`config.mk`:
```
export PLATFORM = sky130hd
export DESIGN_NAME = led_trace_buf
export DESIGN_NICKNAME = d
export VERILOG_FILES = /design/src/rtl/led_trace_buf.sv
export SDC_FILE = /design/constraint.sdc
export NUM_CORES = 1
export LEC_CHECK = 0
export CAP_MARGIN = 20
export CORE_ASPECT_RATIO = 0.8
export CORE_UTILIZATION = 50
export DETAILED_ROUTE_END_ITERATION = 8
export GPL_ROUTABILITY_DRIVEN = 0
export GPL_TIMING_DRIVEN = 0
export PLACE_DENSITY_LB_ADDON = 0.15
export SLEW_MARGIN = 20
export SYNTH_ARGS = -nofsm -noshare
export SYNTH_HDL_FRONTEND = slang
export SYNTH_SLANG_ARGS = --single-unit
```
`constraint.sdc`:
```
create_clock -name clk -period 8.8 [get_ports clk]
set_input_delay 1.76 -clock clk [delete_from_list [all_inputs] [get_ports clk]]
set_output_delay 1.76 -clock clk [all_outputs]
set_load 0.01 [all_outputs]
```
`src/rtl/led_trace_buf.sv`:
```
// LED trace buffer: passes the debug probe to the LEDs, or captures a triggered
// history and lets the user browse it. Optional LED_TRACE_IDX_EN adds view_idx.
module led_trace_buf #(
    parameter int AW       = 4,
    parameter int POST_CNT = 8
) (
    input  logic          clk,
    input  logic          rst,
    input  logic [15:0]   probe,
    input  logic          sample_en,
    input  logic          arm,
    input  logic          disarm,
    input  logic [15:0]   trig_mask,
    input  logic [15:0]   trig_val,
    input  logic          btn_next,
    input  logic          btn_prev,
    output logic [15:0]   led_out,
    output logic [1:0]    state,
    output logic          trig_hit,
    output logic [AW:0]   fill_cnt
`ifdef LED_TRACE_IDX_EN
    ,
    output logic [AW-1:0] view_idx
`endif
);

    localparam int              DEPTH     = 1 << AW;
    localparam logic [AW:0]     FULL      = (AW+1)'(DEPTH);
    localparam logic [AW-1:0]   POST_INIT = AW'(POST_CNT);

    typedef enum logic [1:0] {
        S_IDLE   = 2'b00,
        S_ARMED  = 2'b01,
        S_POST   = 2'b10,
        S_FROZEN = 2'b11
    } state_t;

    state_t        r_state, w_state_nxt;
    logic [15:0]   r_mem [DEPTH];
    logic [AW-1:0] r_wr_ptr, r_view_ptr, r_trig_ptr, r_post_cnt;
    logic [AW:0]   r_fill;
    logic          r_trig_hit, r_next_q, r_prev_q;
    logic [15:0]   r_led;

    logic          w_ctrl, w_wr, w_match, w_trig, w_post_done, w_entry, w_step;
    logic          w_next_e, w_prev_e;
    logic [AW-1:0] w_newest, w_oldest, w_trig_ptr_nxt;

    assign w_ctrl         = disarm | arm;
    assign w_wr           = sample_en & ~w_ctrl & ((r_state == S_ARMED) | (r_state == S_POST));
    assign w_match        = ((probe ^ trig_val) & trig_mask) == 16'h0000;
    assign w_trig         = w_wr & (r_state == S_ARMED) & w_match;
    assign w_post_done    = w_wr & (r_state == S_POST) & (r_post_cnt == AW'(1));
    assign w_newest       = r_wr_ptr - AW'(1);
    assign w_oldest       = (r_fill == FULL) ? r_wr_ptr : '0;
    assign w_next_e       = btn_next & ~r_next_q;
    assign w_prev_e       = btn_prev & ~r_prev_q;
    assign w_step         = (r_state == S_FROZEN) & ~w_ctrl;
    assign w_entry        = (w_state_nxt == S_FROZEN) & (r_state != S_FROZEN);
    // trigger and freeze can coincide when POST_CNT is zero
    assign w_trig_ptr_nxt = w_trig ? r_wr_ptr : r_trig_ptr;

    always_ff @(posedge clk or posedge rst) begin
        if (rst) r_state <= S_IDLE;
        else     r_state <= w_state_nxt;
    end

    always_comb begin
        w_state_nxt = r_state;
        if (disarm) begin
            w_state_nxt = S_IDLE;
        end else if (arm) begin
            w_state_nxt = S_ARMED;
        end else begin
            case (r_state)
                S_ARMED: if (w_trig)      w_state_nxt = (POST_CNT == 0) ? S_FROZEN : S_POST;
                S_POST:  if (w_post_done) w_state_nxt = S_FROZEN;
                default: w_state_nxt = r_state;
            endcase
        end
    end

    always_ff @(posedge clk) begin
        if (w_wr) r_mem[r_wr_ptr] <= probe;
    end

    always_ff @(posedge clk or posedge rst) begin
        if (rst) begin
            r_wr_ptr   <= '0;
            r_view_ptr <= '0;
            r_trig_ptr <= '0;
            r_post_cnt <= '0;
            r_fill     <= '0;
            r_trig_hit <= 1'b0;
            r_led      <= 16'h0000;
            r_next_q   <= 1'b0;
            r_prev_q   <= 1'b0;
        end else begin
            r_next_q <= btn_next;
            r_prev_q <= btn_prev;

            if (!disarm && arm) begin
                r_wr_ptr   <= '0;
                r_fill     <= '0;
                r_trig_hit <= 1'b0;
            end else if (w_wr) begin
                r_wr_ptr <= r_wr_ptr + AW'(1);
                if (r_fill != FULL) r_fill <= r_fill + (AW+1)'(1);
            end

            if (w_trig) begin
                r_trig_ptr <= r_wr_ptr;
                r_trig_hit <= 1'b1;
                r_post_cnt <= POST_INIT;
            end else if (w_wr && r_state == S_POST) begin
                r_post_cnt <= r_post_cnt - AW'(1);
            end

            // simultaneous next/prev edges cancel out
            if (w_entry)
                r_view_ptr <= w_trig_ptr_nxt;
            else if (w_step && w_next_e && !w_prev_e && r_view_ptr != w_newest)
                r_view_ptr <= r_view_ptr + AW'(1);
            else if (w_step && w_prev_e && !w_next_e && r_view_ptr != w_oldest)
                r_view_ptr <= r_view_ptr - AW'(1);

            r_led <= (r_state == S_FROZEN) ? r_mem[r_view_ptr] : probe;
        end
    end

`ifdef LED_TRACE_IDX_EN
    logic [AW-1:0] r_view_idx;
    always_ff @(posedge clk or posedge rst) begin
        if (rst) r_view_idx <= '0;
        else     r_view_idx <= (r_state == S_FROZEN) ? (r_view_ptr - w_oldest) : '0;
    end
    assign view_idx = r_view_idx;
`endif

    assign led_out  = r_led;
    assign state    = r_state;
    assign trig_hit = r_trig_hit;
    assign fill_cnt = r_fill;

endmodule

```
# After elaboration in Yosys (flattened, before gate mapping)

Memory sizes are Yosys's and may differ from the RTL's.
Index checks and enable logic that the tools add are counted.

Add/sub/neg operators: 6
Multipliers: 0
Divide/modulo/power cells: 0
Order comparisons: 0
Equal/unequal tests: 10
Shifts and indexed selects: 0
Mux-type cells: 22
Bitwise gates (word level): 17
Reductions and logical operators: 18

Operators by type and width:

| kind                                                 | count |
|---|---|
| 2-to-1 mux 4 bit                                     | 9 |
| AND 16 bit                                           | 1 |
| zero test 16 bit                                     | 1 |
| 2-to-1 mux 16 bit                                    | 1 |
| bitwise XOR 16 bit                                   | 1 |
| 2-to-1 mux 5 bit                                     | 3 |
| subtractor 4 x 1 -> 4 bit (second input constant)    | 3 |
| AND 1 bit                                            | 10 |
| adder 4 x 1 -> 4 bit (second input constant)         | 2 |
| logical AND 1 bit                                    | 8 |
| 2-to-1 mux 2 bit                                     | 4 |
| inequality test 4 bit                                | 2 |
| nonzero test 2 bit                                   | 4 |
| equality test 2 bit (second input constant)          | 3 |
| adder 5 x 1 -> 5 bit (second input constant)         | 1 |
| equality test 5 bit (second input constant)          | 1 |
| inequality test 5 bit (second input constant)        | 1 |
| equality test 4 x 1 -> 1 bit (second input constant) | 1 |
| 2-to-1 mux 1 bit                                     | 4 |
| case mux 2 bit (2 select lines)                      | 1 |
| zero test 1 bit                                      | 3 |
| NOT 1 bit                                            | 3 |
| nonzero test 3 bit                                   | 1 |
| equality test 2 x 1 -> 1 bit (second input constant) | 1 |
| 3 further kinds                                      | 4 |

Flip-flop bits (word level): 42
Latch bits: 0
Memory bits (writable): 256
ROM bits: 0
Bits of input ports: 55
Output and inout port bits: 24
Logic and storage cells: 84
Memories kept: 1

Memories:

| memory | depth | width | read ports | clocked after memory_dff | wr ports | RTL line | text |
|---|---|---|---|---|---|---|---|
| r_mem  | 16    | 16    | 1          | 0                        | 1        | 39       | `logic [15:0] r_mem [DEPTH];` |

# Logic depth before layout (Yosys ltp)

Word-level depth: 13
Mapped depth: 12
Gate-level depth less buffers: 11

# Worst setup path before layout

OpenSTA, ideal clock, no wires.

Path type: input to register
Start: input arm
End: memory r_mem[0][0], enable pin
Setup time: 0.430 ns
Arrival time: 3.689 ns
Data required time: 8.370 ns
Slack: 4.681 ns
Stages: 3
Buffers on the path: 0
Cell sequence: nor2_4 -> nand3_1 -> nor4_1

Longest elaborated chain between the ends: 6

Ends and longest elaborated chain:

| item                                   | RTL line | text |
|---|---|---|
| from (decl)                            | 11       | `input logic arm,` |
| bitwise OR 1 bit                       | 49       | `assign w_ctrl = disarm \| arm;` |
| NOT 1 bit                              | 50       | `assign w_wr = sample_en & ~w_ctrl & ((r_state == S_ARMED) \| (r_state == S_POST));` |
| AND 1 bit (2 in a row)                 | 50       |  |
| 2-to-1 mux 1 bit                       | 84       | `if (w_wr) r_mem[r_wr_ptr] <= probe;` |
| 2-to-1 mux 1 bit (implied by the code) | 84       |  |
| to (decl)                              | 39       |  |

Every way passes these cells.

# Final worst setup path

Start: input probe[11]
End: register r_view_ptr[0]

Longest elaborated chain between the ends: 11
Elaborated cells between the ends (all ways): 13
Classes of those cells: 1 x eq/ne; 6 x mux; 4 x bitwise; 2 x reduce/logical

Ends and longest elaborated chain:

| item                                                             | RTL line | text |
|---|---|---|
| from (decl)                                                      | 9        | `input logic [15:0] probe,` |
| bitwise XOR 16 bit *                                             | 51       | `assign w_match = ((probe ^ trig_val) & trig_mask) == 16'h0000;` |
| AND 16 bit *                                                     | 51       |  |
| zero test 16 bit *                                               | 51       |  |
| AND 1 bit *                                                      | 52       | `assign w_trig = w_wr & (r_state == S_ARMED) & w_match;` |
| 2-to-1 mux 2 bit                                                 | 76       | `S_ARMED: if (w_trig) w_state_nxt = (POST_CNT == 0) ? S_FROZEN : S_POST;` |
| case mux 2 bit (2 select lines)                                  | 75       | `case (r_state)` |
| 2-to-1 mux 2 bit                                                 | 72       | `end else if (arm) begin` |
| 2-to-1 mux 2 bit                                                 | 70       | `if (disarm) begin` |
| equality test 2 bit                                              | 59       | `assign w_entry = (w_state_nxt == S_FROZEN) & (r_state != S_FROZEN);` |
| AND 1 bit                                                        | 59       |  |
| nonzero test 3 bit (no line) or 2-to-1 mux 4 bit (tied branches) | -        |  |
| to (signal assigned)                                             | 121      | `r_view_ptr <= w_trig_ptr_nxt;` |
| to (signal assigned)                                             | 123      | `r_view_ptr <= r_view_ptr + AW'(1);` |
| to (signal assigned)                                             | 125      | `r_view_ptr <= r_view_ptr - AW'(1);` |
| to (decl)                                                        | 40       | `logic [AW-1:0] r_wr_ptr, r_view_ptr, r_trig_ptr, r_post_cnt;` |

Every way passes the cells marked *; elsewhere a longest branch is shown, timed or not.
A chain may end at the register's enable or synchronous reset.

==> reports/results.tsv <==
metric	value	unit
outcome	finished, final reports clean	
fin crit share	53.7	%
Reg power frac	52.6	%
Largest delay share family, worst path	simple AND/OR/NAND/NOR gates	
CP Data Required Time	9.24	ns
P&R area growth vs syn	19.8	%
leakage power	4.91	nW
Yosys cell types	45	
M1 GR Usage	32.7	%
DPL Wire Length	17500	um
Hold Startpoint	trig_hit	
Setup TNS Final	0	ns
reg2reg path depth	12	
gr usage total	23.2	%
r2r endpoint	r_view_ptr[3]	
clock root buffer	clkbuf_16	
relative slew slack	22.2	%
Slew Limit Fails	0	
max cap viols	0	
r2r setup slk	5.51	ns
Avg Cell Area, Syn	20.0	um^2
CTS tree	built	
Pint	0.00235	W
core area	23600	um^2
slowest CP cell	clkdlybuf4s50_1	
CTS hold repair buffers	0	
DRT antenna net count	0	
final worst setup slack	4.07	ns
Clk pin slew, worst setup/hold paths	0.06	ns
ANT cells	0	
worst setup path class	in -> reg	
Most Crowded Layer GR	met2	
PortBufs	78	
post-CTS sizing	0	
CTS Buf Count	29	
final hold viol count	0	
Seq/Total Area, Yosys	72.0	%
Critical Path Fanout Max	18	
RSZ-0062 raised after global routing	no	
Post-Route WL	27500	um
Synth Cell Area	12100	um^2
CTS max path bufs	3	
crit path buf inv count	1	
Post-Layout Cell Count	1073	
VDD IR-drop max	0.000131	V
hold-critical path depth	2	
row count	50	
met3 usage	3.64	%
layout cells sized above 1	26.3	%
Max Clock Freq	211	MHz
Clock Power Share	43.5	%
Yosys Warn Count	0	
vias in the first global route	6553	
I/O pin count	79	
vias per cell	5.83	
Pre-antenna DRT Iters	4	
drt wl/cell	25.7	um
gate count of the mapped netlist	606	
Final Core Density	61.7	%
die width	176	um
PwrDens	202	nW/um^2
grt met2 use	38.1	%
DRC Markers	0	
largest net degree at the start of global routing	33	
Placed Instances	1019	
final setup vio count	0	
drt first-iter violations	571	
Final Skew	0.0121	ns
via count	6255	
worst slack, placed	3.45	ns
Synth Register Bits	298	
crit start category	input pin	
initial antenna violation count	0	
# nets final	809	
die area	24900	um^2
hold-critical path endpoint	trig_hit	
CP endpoint kind	register	
DIE HEIGHT	141	um
H-tree Lvls	1	
Synthesized Nets	677	
Cell Chain, Critical Path	clkdlybuf4s50_1 > xor2_1 > a22oi_1 > nand4_1 > nor3_2 > nor2_1 > nor3_1 > mux2_2	
clock latency at the later pin of the worst-skew pair	0.56	ns
Reg-to-Reg Start	r_wr_ptr[0]	
Starting Density	51.5	%
Sw Share	20.2	%
total gr overflow	0	
Worst Tran Pin Value	1.17	ns
first-pass GRT wire length	41100	um
combinational group share of total power	3.9	%
Num Clock Sinks	298	
Setup Fix Bufs, Post-CTS	0	
worst hold path type	reg -> reg	
sw power	0.000594	W
critical path's largest stage delay	0.83	ns
smallest hold slack	0.497	ns
post-layout minimum cycle time	4.73	ns
crit path DAT	5.17	ns
[layer usage]
metal  routed length (um)  share of wire (%)
met1                11900                 43
met2                13600                 49
met3                 1480                5.4
met5                    0                  0
met4                  616                2.2
[worst max path at each step]
stage,startpoint,to,slack [ns],depth (start not counted)
floorplan,arm,r_mem[0][0],4.68,3
global placement,disarm,r_mem[6][6],2.38,6
detailed placement,probe[11],r_view_ptr[0],3.45,8
CTS,probe[11],r_view_ptr[0],4.00,8
global route,probe[11],r_view_ptr[0],3.81,8
finish,probe[11],r_view_ptr[0],4.07,8
[synth_stat cells (all sizes together)]
cell | count | share of area [%]
a211oi | 1 | 0.062
a21o | 1 | 0.062
a21oi | 5 | 0.21
a22oi | 7 | 0.43
and3 | 5 | 0.26
and4 | 1 | 0.072
buf | 19 | 0.97
clkbuf | 10 | 0.32
dfrtp | 42 | 8.7
edfxtp | 256 | 63
fa | 1 | 0.16
ha | 15 | 1.5
inv | 16 | 0.49
mux2 | 21 | 2.0
mux2i | 1 | 0.082
mux4 | 80 | 15
nand2 | 16 | 0.49
nand2b | 4 | 0.21
nand3 | 6 | 0.25
nand3b | 1 | 0.062
nand4 | 4 | 0.21
nor2 | 25 | 0.83
nor2b | 2 | 0.10
nor3 | 8 | 0.37
nor4 | 6 | 0.31
nor4b | 1 | 0.072
nor4bb | 1 | 0.082
o2111a | 1 | 0.093
o2111ai | 1 | 0.072
o21a | 1 | 0.062
o21ai | 6 | 0.25
o21ba | 1 | 0.082
o21bai | 1 | 0.062
o31ai | 1 | 0.062
o41a | 1 | 0.093
o41ai | 1 | 0.13
or3 | 1 | 0.052
xnor2 | 7 | 0.50
xor2 | 29 | 2.1
[flip-flops by register name, indices dropped and copies added (netlist names)]
name / count
fill_cnt: 5
state: 2
r_view_ptr: 4
led_out: 16
r_mem: 256
r_next_q: 1
r_wr_ptr: 4
r_prev_q: 1
trig_hit: 1
r_post_cnt: 4
r_trig_ptr: 4
[kinds of logic (layout without fill, tap and decap cells)]
kind of cell | Yosys count | in the layout | share of synthesized area, %
AO/OA/AOI/OAI | 28 | 28 | 1.67
buffers and inverters | 45 | 200 | 1.78
flip-flops | 298 | 298 | 72.0
multiplexers | 102 | 102 | 16.9
XOR/XNOR | 36 | 36 | 2.60
AND/OR/NAND/NOR | 81 | 81 | 3.37
adder cells (fa/ha/maj) | 16 | 16 | 1.71
[power by group through the flow]
stage | registers [W] | clock network, W | logic (W)
final | 0.00155 | 0.00128 | 0.000114
after global routing | 0.00155 | 0.00135 | 0.000124
after CTS | 0.00155 | 0.00130 | 0.000116
after detailed placement | 0.00158 | 0 | 0.000115
after global placement | 0.00158 | 0 | 0.000107
after floorplan | 0.00158 | 0 | 0.0000398
[stage by stage]
stage / instance area (um^2) / total power (W)
floorplan: 12100 / 0.00162
global placement: 13300 / 0.00169
detailed placement: 13600 / 0.00169
CTS: 14500 / 0.00297
global route: 14500 / 0.00302
finish: 14500 / 0.00294
[layout by cell type, fill, tap and decap left out, drive strengths merged, types with 2 or more instances in the layout]
master | synthesis | final
ha | 15 | 15
mux2 | 21 | 21
nand2b | 4 | 4
mux4 | 80 | 80
a21oi | 5 | 5
clkinv | 0 | 14
and3 | 5 | 5
nor2 | 25 | 25
dfrtp | 42 | 42
bufinv | 0 | 5
clkbuf | 10 | 44
xor2 | 29 | 29
xnor2 | 7 | 7
inv | 16 | 17
o21ai | 6 | 6
buf | 19 | 41
nand2 | 16 | 16
nand3 | 6 | 6
nor4 | 6 | 6
nand4 | 4 | 4
nor2b | 2 | 2
edfxtp | 256 | 256
a22oi | 7 | 7
clkdlybuf4s50 | 0 | 78
nor3 | 8 | 8
[worst reg2reg max path: stages, from the launching register on]
cell	delay, ns
dfrtp_1	0.38
clkbuf_2	0.20
inv_1	0.10
ha_1	0.33
xor2_1	0.14
nand2_1	0.08
o31ai_1	0.69
ha_1	0.36
a21o_1	0.18
a21oi_1	0.19
mux2i_1	0.26
xnor2_1	0.14
o21ai_0	0.10
[layout make-up]
class / count / area (um^2)
well taps: 312 / 390
plain buffers: 29 / 158
flip-flops and latches: 298 / 8740
repair buffers: 101 / 951
clock inverters: 21 / 241
multi-input cells: 263 / 3260
fillers: 1639 / 9040
clock buffers: 33 / 741
inverters: 16 / 60.1
Note: power is estimated with default switching activity, not from simulation.
